[config.mk]
export PLATFORM = sky130hd
export DESIGN_NAME = fp16_keypad_entry_flat
export DESIGN_NICKNAME = d
export VERILOG_FILES = /design/src/rtl/fp16_entry_pkg.sv /design/src/rtl/fp16_keypad_entry_if.sv /design/src/rtl/seg7_hex_encoder.sv /design/src/rtl/fp16_keypad_entry.sv /design/src/flat_wrapper.sv
export SDC_FILE = /design/constraint.sdc
export NUM_CORES = 1
export LEC_CHECK = 0
export BUFFER_PORTS_ARGS = -buffer_cell sky130_fd_sc_hd__buf_2
export CAP_MARGIN = 20
export CORE_ASPECT_RATIO = 0.75
export CORE_UTILIZATION = 45
export CTS_BUF_LIST = sky130_fd_sc_hd__clkbuf_2
export CTS_CLUSTER_DIAMETER = 30
export CTS_CLUSTER_SIZE = 40
export DETAILED_ROUTE_END_ITERATION = 6
export PLACE_DENSITY = 0.69
export SLEW_MARGIN = 10
export SYNTH_ARGS = -nofsm -noshare
export SYNTH_HDL_FRONTEND = slang
export SYNTH_SLANG_ARGS = --single-unit
[constraint.sdc]
create_clock -name clk -period 3.3 [get_ports clk]
set_clock_uncertainty 0.2 [all_clocks]
set_input_delay 0.33 -clock clk [delete_from_list [all_inputs] [get_ports clk]]
set_output_delay 0.33 -clock clk [all_outputs]
set_load 0.01 [all_outputs]
[src/rtl/fp16_entry_pkg.sv]
// fp16_entry_pkg: definitions shared by the FP16 keypad entry block.
//   state_e        - entry FSM states
//   KEY_CLEAR      - scan code of the CLEAR key (BACKSPACE when ENTRY_BACKSPACE_EN)
//   KEY_ENTER      - scan code of the ENTER key
//   BLANK_SEG      - active-low pattern for a dark digit
//   key_to_nibble  - scan code -> hex nibble for the digit keys
//   key_is_digit   - 1 for every code that carries a nibble
package fp16_entry_pkg;

  typedef enum logic [1:0] {
    ST_IDLE,
    ST_COLLECT,
    ST_FULL,
    ST_HOLD
  } state_e;

  localparam logic [3:0] KEY_CLEAR = 4'd12;
  localparam logic [3:0] KEY_ENTER = 4'd14;
  localparam logic [6:0] BLANK_SEG = 7'h7F;

  // 4x4 keypad: the first three columns of rows 0..2 are 1..9, the last
  // column is A..C, and the bottom row carries 0 and D.
  function automatic logic [3:0] key_to_nibble(input logic [3:0] code);
    logic [3:0] nib;
    case (code)
      4'd0:    nib = 4'h1;
      4'd1:    nib = 4'h2;
      4'd2:    nib = 4'h3;
      4'd3:    nib = 4'hA;
      4'd4:    nib = 4'h4;
      4'd5:    nib = 4'h5;
      4'd6:    nib = 4'h6;
      4'd7:    nib = 4'hB;
      4'd8:    nib = 4'h7;
      4'd9:    nib = 4'h8;
      4'd10:   nib = 4'h9;
      4'd11:   nib = 4'hC;
      4'd13:   nib = 4'h0;
      4'd15:   nib = 4'hD;
      default: nib = 4'h0;
    endcase
    return nib;
  endfunction

  function automatic logic key_is_digit(input logic [3:0] code);
    return (code != KEY_CLEAR) && (code != KEY_ENTER);
  endfunction

endpackage

[src/rtl/fp16_keypad_entry_if.sv]
// fp16_keypad_entry_if: key input and operand handshake of fp16_keypad_entry.
//   key_valid/key_code - keypad strobe and scan index (driven by master)
//   word_ready         - consumer accepts the held operand (driven by master)
//   word_valid/word    - assembled operand and its valid flag (driven by slave)
//   digit_count        - nibbles entered so far, 0..4 (driven by slave)
//   err                - one-cycle pulse for a rejected key (driven by slave)
interface fp16_keypad_entry_if;
  logic        key_valid;
  logic [3:0]  key_code;
  logic        word_ready;
  logic        word_valid;
  logic [15:0] word;
  logic [2:0]  digit_count;
  logic        err;

  modport master (
    output key_valid, key_code, word_ready,
    input  word_valid, word, digit_count, err
  );

  modport slave (
    input  key_valid, key_code, word_ready,
    output word_valid, word, digit_count, err
  );
endinterface

[src/rtl/seg7_hex_encoder.sv]
// seg7_hex_encoder: combinational hex nibble -> 7-segment pattern.
//   nibble - value to show (0..F, shown as 0-9 A b C d E F)
//   blank  - 1 forces the digit dark
//   seg    - active-low segments {g,f,e,d,c,b,a}
module seg7_hex_encoder
  import fp16_entry_pkg::*;
(
  input  logic [3:0] nibble,
  input  logic       blank,
  output logic [6:0] seg
);

  always_comb begin
    seg = BLANK_SEG;
    if (!blank) begin
      case (nibble)
        4'h0: seg = 7'h40;
        4'h1: seg = 7'h79;
        4'h2: seg = 7'h24;
        4'h3: seg = 7'h30;
        4'h4: seg = 7'h19;
        4'h5: seg = 7'h12;
        4'h6: seg = 7'h02;
        4'h7: seg = 7'h78;
        4'h8: seg = 7'h00;
        4'h9: seg = 7'h10;
        4'hA: seg = 7'h08;
        4'hB: seg = 7'h03;
        4'hC: seg = 7'h46;
        4'hD: seg = 7'h21;
        4'hE: seg = 7'h06;
        4'hF: seg = 7'h0E;
        default: seg = BLANK_SEG;
      endcase
    end
  end

endmodule

[src/rtl/fp16_keypad_entry.sv]
// fp16_keypad_entry: assembles a 16-bit FP16 operand from hex keypad presses
// and hands it to the adder's operand latch with a valid/ready handshake.
//   clk, reset  - clock and synchronous active-high reset
//   bus (slave) - key_valid/key_code in, word_ready in,
//                 word_valid/word/digit_count/err out
//   hex3..hex0  - registered active-low segment outputs, hex3 = top nibble
// Build option: define ENTRY_BACKSPACE_EN to turn code 12 from CLEAR into
// BACKSPACE (drop the last nibble).
module fp16_keypad_entry
  import fp16_entry_pkg::*;
(
  input  logic                      clk,
  input  logic                      reset,
  fp16_keypad_entry_if.slave        bus,
  output logic [6:0]                hex3,
  output logic [6:0]                hex2,
  output logic [6:0]                hex1,
  output logic [6:0]                hex0
);

  state_e      state_q, state_d;
  logic [15:0] word_q, word_d;
  logic [2:0]  count_q, count_d;
  logic        word_valid_q, word_valid_d;
  logic        err_q, err_d;
  logic [6:0]  hex_q [4];
  logic [6:0]  hex_d [4];

  logic [3:0]  key_nib;
  logic        key_digit;

  assign key_nib   = key_to_nibble(bus.key_code);
  assign key_digit = key_is_digit(bus.key_code);

  always_comb begin
    state_d      = state_q;
    word_d       = word_q;
    count_d      = count_q;
    word_valid_d = word_valid_q;
    err_d        = 1'b0;
    case (state_q)
      ST_IDLE: begin
        // ENTER/CLEAR with nothing entered are silently ignored.
        if (bus.key_valid && key_digit) begin
          word_d  = {12'h000, key_nib};
          count_d = 3'd1;
          state_d = ST_COLLECT;
        end
      end
      ST_COLLECT, ST_FULL: begin
        if (bus.key_valid) begin
          if (bus.key_code == KEY_ENTER) begin
            state_d      = ST_HOLD;
            word_valid_d = 1'b1;
          end else if (bus.key_code == KEY_CLEAR) begin
`ifdef ENTRY_BACKSPACE_EN
            word_d  = word_q >> 4;
            count_d = count_q - 3'd1;
            state_d = (count_q == 3'd1) ? ST_IDLE : ST_COLLECT;
`else
            word_d  = 16'h0000;
            count_d = 3'd0;
            state_d = ST_IDLE;
`endif
          end else if (state_q == ST_FULL) begin
            err_d = 1'b1;
          end else begin
            word_d  = {word_q[11:0], key_nib};
            count_d = count_q + 3'd1;
            if (count_q == 3'd3) state_d = ST_FULL;
          end
        end
      end
      ST_HOLD: begin
        // Keys are never accepted here, even on the handshake edge.
        err_d = bus.key_valid;
        if (bus.word_ready) begin
          state_d      = ST_IDLE;
          word_d       = 16'h0000;
          count_d      = 3'd0;
          word_valid_d = 1'b0;
        end
      end
      default: state_d = ST_IDLE;
    endcase
  end

  // Digit N is lit only once N+1 nibbles exist; the encoders look at the
  // current word so the registered display trails it by one cycle.
  for (genvar gi = 0; gi < 4; gi++) begin : g_digit
    seg7_hex_encoder u_enc (
      .nibble (word_q[gi*4 +: 4]),
      .blank  (count_q <= 3'(gi)),
      .seg    (hex_d[gi])
    );
  end

  always_ff @(posedge clk) begin
    if (reset) begin
      state_q      <= ST_IDLE;
      word_q       <= 16'h0000;
      count_q      <= 3'd0;
      word_valid_q <= 1'b0;
      err_q        <= 1'b0;
      for (int i = 0; i < 4; i++) hex_q[i] <= BLANK_SEG;
    end else begin
      state_q      <= state_d;
      word_q       <= word_d;
      count_q      <= count_d;
      word_valid_q <= word_valid_d;
      err_q        <= err_d;
      for (int i = 0; i < 4; i++) hex_q[i] <= hex_d[i];
    end
  end

  assign bus.word        = word_q;
  assign bus.word_valid  = word_valid_q;
  assign bus.digit_count = count_q;
  assign bus.err         = err_q;
  assign hex0 = hex_q[0];
  assign hex1 = hex_q[1];
  assign hex2 = hex_q[2];
  assign hex3 = hex_q[3];

endmodule

[src/flat_wrapper.sv]
// flat-port wrapper written by rule: the top's interface ports become plain ports
module fp16_keypad_entry_flat import fp16_entry_pkg::*;
  (clk, reset, hex3, hex2, hex1, hex0, bus_key_valid, bus_key_code, bus_word_ready, bus_word_valid, bus_word, bus_digit_count, bus_err);
  fp16_keypad_entry_if bus_i ();
  input  logic clk;
  input  logic reset;
  output logic [6:0] hex3;
  output logic [6:0] hex2;
  output logic [6:0] hex1;
  output logic [6:0] hex0;
  input wire logic [$bits(bus_i.key_valid)-1:0] bus_key_valid;
  input wire logic [$bits(bus_i.key_code)-1:0] bus_key_code;
  input wire logic [$bits(bus_i.word_ready)-1:0] bus_word_ready;
  output wire logic [$bits(bus_i.word_valid)-1:0] bus_word_valid;
  output wire logic [$bits(bus_i.word)-1:0] bus_word;
  output wire logic [$bits(bus_i.digit_count)-1:0] bus_digit_count;
  output wire logic [$bits(bus_i.err)-1:0] bus_err;
  assign bus_i.key_valid = bus_key_valid;
  assign bus_i.key_code = bus_key_code;
  assign bus_i.word_ready = bus_word_ready;
  assign bus_word_valid = bus_i.word_valid;
  assign bus_word = bus_i.word;
  assign bus_digit_count = bus_i.digit_count;
  assign bus_err = bus_i.err;
  fp16_keypad_entry u_core (.clk(clk), .reset(reset), .bus(bus_i), .hex3(hex3), .hex2(hex2), .hex1(hex1), .hex0(hex0));
endmodule
# Word level (Yosys, flattened, before mapping)
# Memory sizes are Yosys's and may differ from the RTL's. A register that Yosys moved wholly into a read port is not among the register bits.
# Cells that the tools add are included.
# word_totals
reg_bits	23
ramBits	28
mem_bits_ro	512
input_bits	8
output_inout_bits	49
word_cells	94
n_memories	6
# classes
n_addsub	1
n_lt_le_gt_ge	4
n_eq_ne	16
n_mux	50
n_bitwise	4
reduce_logical	8
# memory_table
memory	words	word_bits	rd	rd_clocked_by_memory_dff	wr	line_no	source
(no name shown)	16	7	1	1	0	seg7_hex_encoder.sv:16	case (nibble)
(no name shown)	16	7	1	1	0	seg7_hex_encoder.sv:16	
(no name shown)	16	7	1	1	0	seg7_hex_encoder.sv:16	
(no name shown)	16	7	1	1	0	seg7_hex_encoder.sv:16	
(no name shown)	16	4	1	0	0	fp16_entry_pkg.sv:25	case (code)
u_core.hex_q	4	7	4	0	4	fp16_keypad_entry.sv:26	logic [6:0] hex_q [4];
# op_table
op	count
16-bit 2-to-1 mux	6
7-bit 2-to-1 mux	8
16-bit one-hot mux with 3 select lines	1
4-bit 2-to-1 mux	8
3-bit 2-to-1 mux	6
2-bit 2-to-1 mux	7
1-bit 2-to-1 mux	10
5-bit AND reduction	2
3-bit one-hot mux with 3 select lines	1
4-bit == test (second input constant)	2
4-bit != test (second input constant)	2
3-bit by 1-bit less-or-equal comparator with 1-bit output (second input constant)	2
3-bit by 2-bit less-or-equal comparator with 1-bit output (second input constant)	2
2-bit != test (second input constant)	3
2-bit one-hot mux with 3 select lines	1
2-bit == test (second input constant)	2
2-bit by 1-bit != test with 1-bit output (second input constant)	2
4-bit by 1-bit != test with 1-bit output (second input constant)	1
4-bit by 2-bit != test with 1-bit output (second input constant)	1
1-bit bitwise OR	4
1-bit one-hot mux with 2 select lines	2
4-bit AND reduction	1
3-bit by 1-bit adder with 3-bit output (second input constant)	1
3-bit by 2-bit == test with 1-bit output (second input constant)	1
other kinds (6)	7

# Logic depth before layout (Yosys ltp)
# Gate-level depths: netlist of run 1.
# logic_depth
word_depth	8
mapped_depth	14
mapped_depth_nobuf	12

# Hierarchy
# A second synthesis of run 1 with hierarchy kept.
# unflattened
cells_unflattened	367
hier_area_um2	3331.9
# by_module_without_submodules
mod	instances	cells_each	area_per_inst_um2	seq_area_each_um2
fp16_keypad_entry	1	227	2150.8	1021.0
seg7_hex_encoder	4	35	295.3	0.0

# Least setup slack after synthesis of run 1
# OpenSTA, ideal clock, no wires.
# synth_timing
path_kind	register to register
startpoint	register u_core.state_q[1]
endpoint	register (tool-made name)
setup_ps	119
arrival_ps	2829
t_required_ps	2981
setup_slack_ps	152
path_stages_with_launch	15
n_path_buf	3
period_less_slack_ps	3148
cell_sequence	dfxtp_1 > inv_1 > ha_1 > buf_2 > nor2b_1 > clkbuf_1 > and2_1 > buf_2 > nand4_1 > a21boi_0 > nor2_1 > inv_1 > ha_1 > mux2_2 > o221a_2
# synth_rtl
item	line_no	source
start: declaration	fp16_keypad_entry.sv:21	state_e state_q, state_d;
start signal: assignment	fp16_keypad_entry.sv:107	state_q <= state_d;

==> flow_summary_export.csv, run 1 <==
group,metric,value,unit
synth,synth_fp_nets,475,
placed_design,dp_hpwl,6.692,mm
synth,synth-adder-area-share,0.1173,
clock_tree,cts_sinks,79,
detailed_routing,drc,0,
detailed_routing,met3_length,394,um
die,dieArea,9155,um2
die,coreArea,8491,um2
min_path,hold_class,"in -> reg",
synth,synth_top_family_by_area,"compound AO/OA/AOI/OAI gates",
die,initial_core_util,0.4649,
critical_path,endpoint_kind,"flip-flop",
detailed_routing,wl_per_cell,14.76,um
synth,syn-cell-area,3948,um2
power,p_int,1.414,mW
critical_path,crit_chain,"inv_1 > ha_1 > buf_4 > nor2b_1 > and2_1 > nand4_1 > a21boi_0 > nor2_1 > inv_1 > ha_1 > mux2_2 > o221a_2",
final_layout,drive_above_1_share,0.2227,
synth,ys.flop_type,"dfxtp_1",
power,clkPwrFrac,0.243,
clock_tree,cts_buffer_depth,2,
synth,yosys_warnings,0,
synth,ys_seq_area_frac,0.4006,
synth,synth_top_area_share,0.4006,
power,p_switching,692.3,uW
final_layout,n_antenna_cell,0,
critical_path,crit_start,"u_core.state_q[0]",
global_route,grt_usage,0.2078,
power,peakVddDrop,0.2549,mV
power,sequentialPowerShare,0.501,
synth,synth-simple-area-share,0.1810,
timing,drv_slew,0,
critical_path,path_buf_inv,3,
synth,syn_avg_cell_area,9.180,um2
detailed_routing,met1_length,4.462,mm
timing,slew-limit-headroom,0.4839,
placed_design,io_buffers,56,
critical_path,crit_family,"simple AND/OR/NAND/NOR gates",
critical_path,required,3.52,ns
placed_design,routabilityCongestion,0.8764,
detailed_routing,vias,3381,
timing,worstMarginPinSlew,0.7682,ns
final_layout,multi_input_area,2160,um2
die,chipWidth,110.2,um
critical_path,worstPathArrival,3.30,ns
final_layout,areaGrowthSynthToFinish,15.78,%
detailed_routing,vias_per_cell,5.534,
critical_path,critPathSlowestCell,"dfxtp_1",
timing,min_period_over_period,0.9320,
critical_path,worstSetupPathType,"reg -> reg",
global_route,grt_pass1_vias,3071,
timing,min_period,3.075,ns
synth,netlist_instances,430,
clock_tree,cts_tree,"built",
detailed_routing,firstDrtPassIters,6,
synth,ys_types,65,
final_layout,utilization,0.5383,
timing,rsz0062_at_grt,"no",
final_layout,design_area,4571,um2
clock_tree,post_cts_buffers,0,
die,pin_count,57,
clock_tree,htree_levels,3,
power,power_switching_share,0.3286,
power,power.density,460.9,nW/um2
synth,synth.largest_area_cell,"dfxtp_1",
timing,fin_ws,0.2246,ns
clock_tree,clk-insertion-delay-late,0.53,ns
timing,hold_viol,0,
final_layout,nets,543,
global_route,grt_overflow_total,0,
detailed_routing,wl_met2,4.067,mm
critical_path,max_stage_delay,0.40,ns
detailed_routing,ant_nets,0,
global_route,antenna_found_initial,0,
timing,finalSetupViolCount,0,
synth,synth_commonest_cells,"dfxtp_1, ha_1, a21oi_1",
synth,async_flop_share,0,
run,cap_violations,0,
global_route,grt_max_degree,28,
synth,synth-compound-area-share,0.2181,
final_layout,nFillCells,801,
power,leakagePower,1.882,nW
global_route,grt_pass1_wl,14.81,mm
synth,synth-xor-area-share,0.002219,
status,outcome,"finished, final reports clean",
synth,synth_area_leaders,"dfxtp_1, ha_1, a21oi_1, or3_1, nand2b_1",
power,combPwrFrac,0.255,
synth,ys_seq_elements,79,
timing,fmax,325.2,MHz
detailed_routing,drt_wl_total,9.020,mm
synth,synth.most_common_cell,"dfxtp_1",
critical_path,critPathMaxFanout,8,
detailed_routing,first_iter_violations,290,
detailed_routing,routed.top_layer,"met4",
synth,synth_edf_count,0,
clock_tree,cts_buffers,9,
min_path,holdCritStartpoint,"reset",
placed_design,pre_cts_slack,-0.01596,ns
die,die_h,83.11,um
clock_tree,cts.root.buffer_cell,"clkbuf_2",
clock_tree,clk_pin_slew,0.24,ns
final_layout,seqCellArea,1582,um2
critical_path,regToRegStartpoint,"u_core.state_q[0]",
synth,synthMuxAreaShare,0.02599,
placed_design,placed_area,4425,um2
critical_path,critPathLaunchType,"flip-flop",
die,placementRows,29,
==> worst paths after layout <==
check                                     endpoint  slack (ns)  depth (start not counted)
worst max register to register           flip-flop        0.22                         12
worst max-delay path                     flip-flop        0.22                         12
worst min-delay path            u_core.bus.word[5]        0.05                          2
worst min register to register  u_core.hex_q[2][1]        0.20                          1
==> cell usage in the layout, fill, tap and decap left out, types with 3 or more instances in the layout <==
cell type  synthesis  final
or3_1             20     20
nor2_1            20     19
clkbuf_2           0     10
nand2_1           27     27
a31o_2             3      3
and3_1             3      3
nand3_1           12     12
ha_1              37     37
nand4_1            4      4
clkinv_1           1      3
a21oi_2            1      3
nand2b_1          17     17
o21ai_1            5      5
dfxtp_1           79     79
a31oi_1            7      7
nor4_1             7      7
a22oi_1            5      5
o2bb2ai_1          3      3
o21ai_0           17     17
buf_2              5     56
a221oi_1           4      4
a211oi_1           4      4
nor2b_1            4      4
o211a_1            3      3
inv_1             27     27
nor3_1             4      4
buf_4              1     19
and2_1             5      5
a32o_1             3      3
a21oi_1           28     26
o22ai_1            8      8
mux2i_1            8      8
a22o_1             3      3
==> routing by layer <==
layer | vias to the layer above | global-route usage
li1 | 1683 | -
met1 | 1601 | 0.2983
met2 | 85 | 0.3097
met3 | 12 | 0.04474
met4 | 0 | 0.06459
met5 | - | 0
==> per-stage QoR <==
stage	TNS, ns	instances	total power, mW	hold slack (ns)
6_report	0	611	2.107	0.04641
5_1_grt	0	611	2.225	0.05289
4_1_cts	0	611	2.120	0.001029
3_5_place_dp	-0.01596	593	1.602	0.1909
3_3_place_gp	0	593	1.595	0.1951
2_1_floorplan	0	430	1.424	0.1863
==> power groups by stage <==
stage	sequential [mW]	clock, mW	combinational (mW)
after floorplan	1.09	0	0.332
after global placement	1.08	0	0.519
after detailed placement	1.08	0	0.526
after CTS	1.06	0.532	0.530
after global routing	1.07	0.571	0.588
final	1.06	0.512	0.538
==> layout make-up <==
| type | count | share of cell area |
|---|---|---|
| sequential | 79 | 0.3460 |
| tap | 108 | 0.02956 |
| clock inverter | 6 | 0.01341 |
| inverter | 29 | 0.02382 |
| multi-input combinational | 300 | 0.4725 |
| timing repair buffer | 79 | 0.1038 |
| clock buffer | 10 | 0.01095 |
==> what timing repair did <==
action                                  in CTS  in global routing
endpoints found under the setup margin       0                  8
hold buffers                                 2                  0
gates resized for setup                      0                  4
hold endpoints to repair                     2                  0
==> kinds of logic after synthesis <==
| group | count (synthesis) |
|---|---|
| AND/OR/NAND/NOR | 132 |
| AO/OA/AOI/OAI | 120 |
| flip-flops | 79 |
| buffers and inverters | 51 |
| adder cells (fa/ha/maj) | 37 |
| multiplexers | 10 |
| XOR/XNOR | 1 |
(Power assumes the default switching activity.)
==> run 2: changes to the inputs <==
- PLACE_DENSITY: 0.69 -> 0.7
- SYNTH_HIERARCHICAL: unset -> 1
==> run 2 against run 1 <==
Non-clock buffer count down 22. Cell count shrank 17%. First-iteration DRC count down 70%. Die area is 15% lower. Setup slack improved by 0.39 ns. Maximum frequency up 15%. Core utilization down 1.2 points. Power decreased by 28%.
==> flow_summary_export.csv, run 2 <==
group,metric,value,unit
global_route,antenna_found_initial,0,
timing,min_period_over_period,0.8128,
critical_path,worstPathArrival,2.78,ns
clock_tree,cts_tree,"built",
synth,syn_avg_cell_area,9.079,um2
min_path,hold_class,"in -> reg",
detailed_routing,first_iter_violations,88,
global_route,grt_max_degree,38,
global_route,grt_pass1_vias,2479,
critical_path,worstSetupPathType,"reg -> reg",
timing,hold_viol,0,
timing,finalSetupViolCount,0,
die,chipWidth,101.4,um
detailed_routing,drc,0,
synth,synth.most_common_cell,"dfxtp_1",
synth,ys_seq_elements,51,
clock_tree,cts_buffer_depth,2,
synth,synth.largest_area_cell,"dfxtp_1",
clock_tree,clk-insertion-delay-late,0.42,ns
die,placementRows,26,
final_layout,final_common_cell,"buf_2",
synth,async_flop_share,0,
detailed_routing,ant_nets,0,
run,cap_violations,0,
timing,final.setup.tns,0,ns
final_layout,areaGrowthSynthToFinish,10.44,%
final_layout,nFillCells,642,
global_route,grt_overflow_total,0,
detailed_routing,vias_per_cell,5.253,
placed_design,dp_hpwl,4.773,mm
min_path,holdCritStartpoint,"bus_word_ready",
die,dieArea,7756,um2
critical_path,endpoint_kind,"flip-flop",
timing,worstMarginPinSlew,0.7290,ns
synth,synth_fp_nets,416,
synth,synth_edf_count,0,
clock_tree,clk_pin_slew,0.26,ns
timing,holdWs,0.04212,ns
critical_path,critPathMaxFanout,18,
final_layout,regMostFlops,"u_core/hex_q",
timing,drv_slew,0,
synth,ys_types,48,
detailed_routing,vias,2674,
power,power.density,409.8,nW/um2
global_route,grt_usage,0.1833,
synth,ys_seq_area_frac,0.3064,
detailed_routing,drt_wl_total,6.804,mm
clock_tree,cts_sinks,51,
power,peakVddDrop,0.1896,mV
timing,min_period,2.682,ns
synth,synth_area_leaders,"dfxtp_1, ha_1, or2_2, mux2i_1, nand2_1",
status,outcome,"finished, final reports clean",
die,initial_core_util,0.4764,
final_layout,drive_above_1_share,0.2603,
detailed_routing,firstDrtPassIters,4,
critical_path,critPathLaunchType,"flip-flop",
die,die_h,76.52,um
final_layout,largest_reg_flops,28,
synth,ys.flop_type,"dfxtp_1",
synth,synth_commonest_cells,"dfxtp_1, ha_1, nand2_1, or2_2, inv_1",
clock_tree,htree_levels,2,
die,coreArea,6994,um2
timing,slew-limit-headroom,0.5135,
synth,syn-cell-area,3332,um2
clock_tree,cts.root.buffer_cell,"clkbuf_2",
placed_design,routabilityCongestion,0.7927,
global_route,grt_pass1_wl,11.55,mm
timing,fmax,372.8,MHz
final_layout,layout_common_cells,"buf_2, dfxtp_1, ha_1",
placed_design,io_buffers,56,
final_layout,n_antenna_cell,0,
die,pin_count,57,
timing,rsz0062_at_grt,"no",
critical_path,crit_start,"u_core/state_q[0]",
synth,synth_top_area_share,0.3064,
synth,yosys_warnings,6,
synth,netlist_instances,367,
final_layout,nets,459,
clock_tree,cts_buffers,5,
critical_path,regToRegStartpoint,"u_core/state_q[0]",
power,leakagePower,1.502,nW
critical_path,required,3.40,ns
detailed_routing,wl_per_cell,13.37,um
-- run 2: critical path: stages, from the launching register on --
cell and delay (ns):
dfxtp_1 0.42, inv_1 0.10, ha_1 0.47, nor2_1 0.26, o221ai_2 0.26, nor2_2 0.63, o21ai_0 0.21
-- run 2: worst paths after layout --
check,endpoint,slack [ns],cells past startpoint
max reg2reg,u_core/bus.word[5],0.62,6
max,u_core/bus.word[5],0.62,6
min,u_core/bus.word_valid,0.04,4
min reg2reg,u_core/state_q[0],0.34,2
-- run 2: final cells by class --
class	count	area (um2)	share of cell area
tap	98	122.6	0.03332
timing repair buffer	57	290.3	0.07888
clock inverter	3	38.79	0.01054
inverter	22	82.58	0.02244
multi-input combinational	273	2100	0.5706
sequential	51	1021	0.2775
clock buffer	5	25.02	0.006800
-- run 2: repair_timing --
action | in CTS | in global routing
endpoints found under the setup margin | 0 | 0
setup buffers | 0 | 0
hold buffers | 1 | 0
resized for setup | 0 | 0
endpoints found under the hold margin | 1 | 0
-- run 2: cell families (layout without fill, tap and decap cells) --
| family | count (synthesis) | count (layout) | synth area share |
|---|---|---|---|
| buffers and inverters | 43 | 87 | 0.06346 |
| XOR/XNOR | 2 | 2 | 0.005258 |
| AND/OR/NAND/NOR | 139 | 139 | 0.2298 |
| AO/OA/AOI/OAI | 63 | 63 | 0.1536 |
| multiplexers | 28 | 28 | 0.08750 |
| adder cells (fa/ha/maj) | 41 | 41 | 0.1540 |
| flip-flops | 51 | 51 | 0.3064 |
-- run 2: where the power goes --
part,switching [mW],internal (mW),total (mW)
registers,0.0498,0.665,0.714
logic,0.278,0.196,0.474
clock network,0.195,0.125,0.319
-- run 2: layer usage --
layer  vias to the layer above  GRT usage  wire length, um
li1                       1383          -                -
met1                      1226     0.2499             3466
met2                        59     0.2939             2964
met3                         6    0.03578              317
met4                         0    0.04783               55
met5                         -          0                0
-- run 2: per-stage QoR --
stage                     utilization  std cells  instance area, um2  setup WS [ns]  total power [mW]
final                          0.5261        509                3680         0.6178             1.508
after global routing           0.5261        509                3680         0.3350             1.610
after CTS                      0.5261        509                3680         0.6199             1.522
after detailed placement       0.5156        500                3606         0.6712             1.195
after global placement         0.5156        500                3606         0.7956             1.182
after floorplan                     -        367                3332          1.232             1.084
